===== src/rtl/vx_om_req_serializer.sv =====
// Serializes a multi-lane OM bus request into single-lane fragments, lowest
// active lane first, with back-to-back request acceptance on the last handoff.
module vx_om_req_serializer #(
   parameter int NUM_LANES  = 4,
   parameter int DIM_BITS   = 11,
   parameter int DEPTH_BITS = 24,
   parameter int UUID_WIDTH = 1,
   parameter int LANE_W     = (NUM_LANES > 1) ? $clog2(NUM_LANES) : 1
) (
   input  logic                             clk,
   input  logic                             reset,
   input  logic                             req_valid,
   output logic                             req_ready,
   input  logic [UUID_WIDTH-1:0]            req_uuid,
   input  logic [NUM_LANES-1:0]             req_mask,
   input  logic [NUM_LANES*DIM_BITS-1:0]    req_pos_x,
   input  logic [NUM_LANES*DIM_BITS-1:0]    req_pos_y,
   input  logic [NUM_LANES*32-1:0]          req_color,
   input  logic [NUM_LANES*DEPTH_BITS-1:0]  req_depth,
   input  logic [NUM_LANES-1:0]             req_face,
   output logic                             frag_valid,
   input  logic                             frag_ready,
   output logic [DIM_BITS-1:0]              frag_pos_x,
   output logic [DIM_BITS-1:0]              frag_pos_y,
   output logic [31:0]                      frag_color,
   output logic [DEPTH_BITS-1:0]            frag_depth,
   output logic                             frag_face,
   output logic [UUID_WIDTH-1:0]            frag_uuid,
   output logic [LANE_W-1:0]                frag_lane,
   output logic                             frag_last,
   output logic [31:0]                      frag_count
);

   typedef enum logic {IDLE, BUSY} state_t;

   state_t                            state_q;
   logic [NUM_LANES-1:0]              rem_q;
   logic [NUM_LANES-1:0]              lane_oh;
   logic [LANE_W-1:0]                 lane_sel;
   logic                              fire;
   logic                              accept;

   logic [UUID_WIDTH-1:0]             uuid_q;
   logic [NUM_LANES*DIM_BITS-1:0]     pos_x_q;
   logic [NUM_LANES*DIM_BITS-1:0]     pos_y_q;
   logic [NUM_LANES*32-1:0]           color_q;
   logic [NUM_LANES*DEPTH_BITS-1:0]   depth_q;
   logic [NUM_LANES-1:0]              face_q;

   // Lowest set bit of the remaining mask picks the lane to present.
   always_comb begin
      lane_sel = '0;
      for (int i = NUM_LANES - 1; i >= 0; i--) begin
         if (rem_q[i]) lane_sel = LANE_W'(i);
      end
   end

   assign lane_oh    = rem_q & (~rem_q + NUM_LANES'(1));
   assign frag_valid = (state_q == BUSY);
   assign frag_last  = (|rem_q) && (rem_q == lane_oh);
   assign fire       = frag_valid && frag_ready;
   assign req_ready  = (state_q == IDLE) || (fire && frag_last);
   assign accept     = req_valid && req_ready;

   assign frag_lane  = lane_sel;
   assign frag_uuid  = uuid_q;
   assign frag_pos_x = pos_x_q[lane_sel*DIM_BITS +: DIM_BITS];
   assign frag_pos_y = pos_y_q[lane_sel*DIM_BITS +: DIM_BITS];
   assign frag_color = color_q[lane_sel*32 +: 32];
   assign frag_depth = depth_q[lane_sel*DEPTH_BITS +: DEPTH_BITS];
   assign frag_face  = face_q[lane_sel];

   always_ff @(posedge clk or posedge reset) begin
      if (reset) begin
         state_q    <= IDLE;
         rem_q      <= '0;
         frag_count <= '0;
      end else begin
         if (fire) frag_count <= frag_count + 32'd1;
         if (accept) begin
            // A zero-mask request is dropped without producing fragments.
            if (|req_mask) begin
               state_q <= BUSY;
               rem_q   <= req_mask;
            end else begin
               state_q <= IDLE;
               rem_q   <= '0;
            end
         end else if (fire) begin
            if (frag_last) begin
               state_q <= IDLE;
               rem_q   <= '0;
            end else begin
               rem_q   <= rem_q & ~lane_oh;
            end
         end
      end
   end

   always_ff @(posedge clk) begin
      if (accept) begin
         uuid_q  <= req_uuid;
         pos_x_q <= req_pos_x;
         pos_y_q <= req_pos_y;
         color_q <= req_color;
         depth_q <= req_depth;
         face_q  <= req_face;
      end
   end

endmodule


===== config.mk =====
export PLATFORM = sky130hd
export DESIGN_NAME = vx_om_req_serializer
export DESIGN_NICKNAME = d
export VERILOG_FILES = /design/src/rtl/vx_om_req_serializer.sv
export SDC_FILE = /design/constraint.sdc
export NUM_CORES = 1
export LEC_CHECK = 0
export ABC_AREA = 0
export BUFFER_PORTS_ARGS = -buffer_cell sky130_fd_sc_hd__buf_2
export CORE_ASPECT_RATIO = 0.6
export CORE_MARGIN = 5
export CORE_UTILIZATION = 54
export CTS_CLUSTER_DIAMETER = 60
export DETAILED_ROUTE_END_ITERATION = 8
export GPL_TIMING_DRIVEN = 1
export PLACE_DENSITY = 0.85
export REMOVE_ABC_BUFFERS = 1
export SYNTH_ARGS = -nofsm -noshare
export SYNTH_HDL_FRONTEND = slang
export SYNTH_SLANG_ARGS = --single-unit

===== constraint.sdc =====
create_clock -name clk -period 42.4 [get_ports clk]
set_input_delay 2.12 -clock clk [delete_from_list [all_inputs] [get_ports clk]]
set_output_delay 2.12 -clock clk [all_outputs]
set_load 0.005 [all_outputs]

==> impl_metrics.toml <==
[place]
port_buffers = 441
dp_hpwl_um = 23900
gp_congestion = 0.866

[outcome]
run_status = "completed"

[synth]
syn_area_sq_um = 13200
synth_top_family_by_area = "multiplexers"
ys_seq_area_share_pct = 79.0
async_reset_ff_share_pct = 10.5
synth_area_leader_cell = "edfxtp_1"
synthCells = 577
synth_compound_area_share_pct = 0.672
synth_top_area_share_pct = 72.0
synth_xor_area_share_pct = 2.12
yosys.area_share.adder_pct = 0.0946
synth.top_cells.by_area = "edfxtp_1 (72%), mux4_2 (13%), dfrtp_1 (7.0%)"
synth_area_per_cell_sq_um = 22.9
yosysMostFrequentCell = "edfxtp_1"
synth_edf_count = 317
ys_seq_elements = 354
synth.area.mux_share_pct = 13.5
yosys.area_share.simple_pct = 3.25
yosysWarnings = 0
ys_types = 36
synth_common_cells = "edfxtp_1 (317), mux4_2 (79), dfrtp_1 (37), xnor2_1 (29), nand4_1 (20)"
ys.flop_type = "edfxtp_1"

[routing]
wire_per_inst_um = 23.5
ant_nets = 0
viasPerCell = 5.46
vias = 7573
wl_um = 32700
drc = 0
drt-initial-drc-count = 626
drtPass1Iterations = 5

[floorplan]
core_sq_um = 24200
io_pins = 442
die_h_um = 131
floorplan.rows = 44
die_w_um = 212
floorplan.die_area_sq_um = 27800
start_util_pct = 54.7

[global_route]
grt_pass1_wl_um = 48600
use_met2_pct = 38.7
grt_overflow_total = 0
grt_usage_pct = 23.0
grt_max_degree = 191
antenna_found_initial = 10
use_met3_pct = 8.00
busiest_layer = "met2"
grt_pass1_vias = 8002
grt_use_met1_pct = 28.9

[setup_path]
cp_slowest_stage_delay_ns = 0.67
rrSetupSlack_ns = 39.01
cp_top_family = "buffers and inverters"
cp_data_required_time_ns = 40.28
worstSetupStartpointType = "register"
path_class = "reg -> out"
rr_worst_depth = 5
end_kind = "primary output"
crit_start = "rem_q[0]"
r2r-start = "rem_q[0]"
cp.arrival_ns = 3.13
cp_cell_sequence = "nor2_1 -> o21a_4 -> buf_4 -> mux4_2 -> buf_2"
r2r_end = "pos_x_q[6]"
crit_slowest_cell = "buf_4"
path_max_fanout = 51
crit_buf_inv = 2

[sta]
period_needed_ns = 5.25
tns_ns = 0
tightest_slew_ns = 1.15
skew_ns = 0.0251
drv_slew = 0
final_hold_viol_count = 0
setup_violations = 0
fmax_mhz = 191
whs_ns = 0.474
rsz0062_at_grt = "no"
relSlewSlack_pct = 23.6
min_period_over_period_pct = 12.4

[pwr]
cellLeakagePower_uw = 0.00642
power_density_nw_per_um2 = 70.6
ir_worst_vdd_uv = 57.3

[clocking]
cts_buffers = 30
cts-hold-fix-buffers = 0
clk_path_buf_depth = 3
cts_root_buffer = "clkbuf_16"
post_cts_resize_count = 0
clock-sinks = 354
cts_tree = "yes"
cts_setup_buffers = 0
clkTransAtPathRegs_ns = 0.07
clkLatencyLatePin_ns = 0.55
cts_max_level = 1

[job]
maxCapViolCount = 0

[min_path]
hold_path_class = "reg -> reg"
holdPathEnd = "frag_count[31]"
hold_start = "frag_count[31]"
holdPathStages = 1

[layout]
syn2layout_area_growth_pct = 26.4
nFillCells = 1501
finalNetCount = 1363
drive_gt1_share_pct = 54.8
==> per-stage QoR <==
stage	total power [uW]	utilization [%]	cells	instance area [sq um]	setup slack (ns)
finish	1180	69.1	1388	16700	37.15
CTS	1190	69.1	1382	16700	37.10
global placement	915	65.2	1327	15800	37.55
global route	1240	69.1	1388	16700	36.93
detailed placement	928	65.2	1327	15800	37.54
floorplan	825	-	557	13100	25.19
==> registers in the layout (all words and copies together) (netlist names) <==
name / count
pos_y_q: 44
frag_count: 32
face_q: 4
rem_q: 4
frag_valid: 1
color_q: 128
frag_uuid: 1
depth_q: 96
pos_x_q: 44
==> worst register-to-register path, cell delays in order, from the launching register on <==
cell and delay, ns:
dfrtp_1 0.47, nor4b_1 0.34, a211o_1 0.17, a21boi_2 0.12
nor2b_4 0.89, buf_4 0.98
==> per-layer routing <==
| metal | vias up | share of wire, % |
|---|---|---|
| met2 | 389 | 51 |
| met1 | 3790 | 36 |
| li1 | 3326 | - |
| met3 | 60 | 11 |
| met4 | 8 | 2.5 |
| met5 | - | 0.11 |
==> cells in the final DEF, fill, tap and decap left out, drive strengths merged, types with 2 or more instances in the layout <==
master,count
nor4,3
xnor2,29
mux4,79
nor2,7
xor2,3
and3,3
and4,3
o211ai,2
nand2b,2
clkinv,13
clkbuf,37
nand4,20
o21ai,4
nand2,17
edfxtp,317
clkinvlp,2
bufinv,2
buf,448
diode,6
inv,6
nand3,9
dfrtp,37
nor4b,2
and2,3
nor3,3
==> layout make-up <==
class,count,area (sq um),area share [%]
tap,322,403,2.41
multi-input combinational,198,2620,15.7
clock inverter,18,143,0.853
timing repair buffer,448,2270,13.6
sequential,354,10400,62.5
clock buffer,37,798,4.78
inverter,5,18.8,0.112
antenna,6,15.0,0.0898
==> where the power goes <==
group	switching, uW	internal, uW	leakage, uW	total, uW
Clock	117	146	0.000461	263
Combinational	201	190	0.00254	392
Sequential	28.7	496	0.00343	525
==> how the worst max path moves through the flow <==
stage                     depth (start not counted)  slack, ns       endpoint
final                                             5      37.15  frag_pos_x[2]
after global routing                              7      36.93  frag_pos_y[4]
after CTS                                         7      37.10  frag_pos_y[4]
after detailed placement                          4      37.54      req_ready
after global placement                            4      37.55      req_ready
after floorplan                                   2      25.19     color_q[0]
==> cells by family after synthesis <==
logic type / count (synthesis)
AOI/OAI and AO/OA: 12
buffers and inverters: 25
xor gates and xnor gates: 32
DFF: 354
and+or+nand+nor: 73
adders and majority gates: 1
muxes: 80
(Power assumes the default switching activity.)
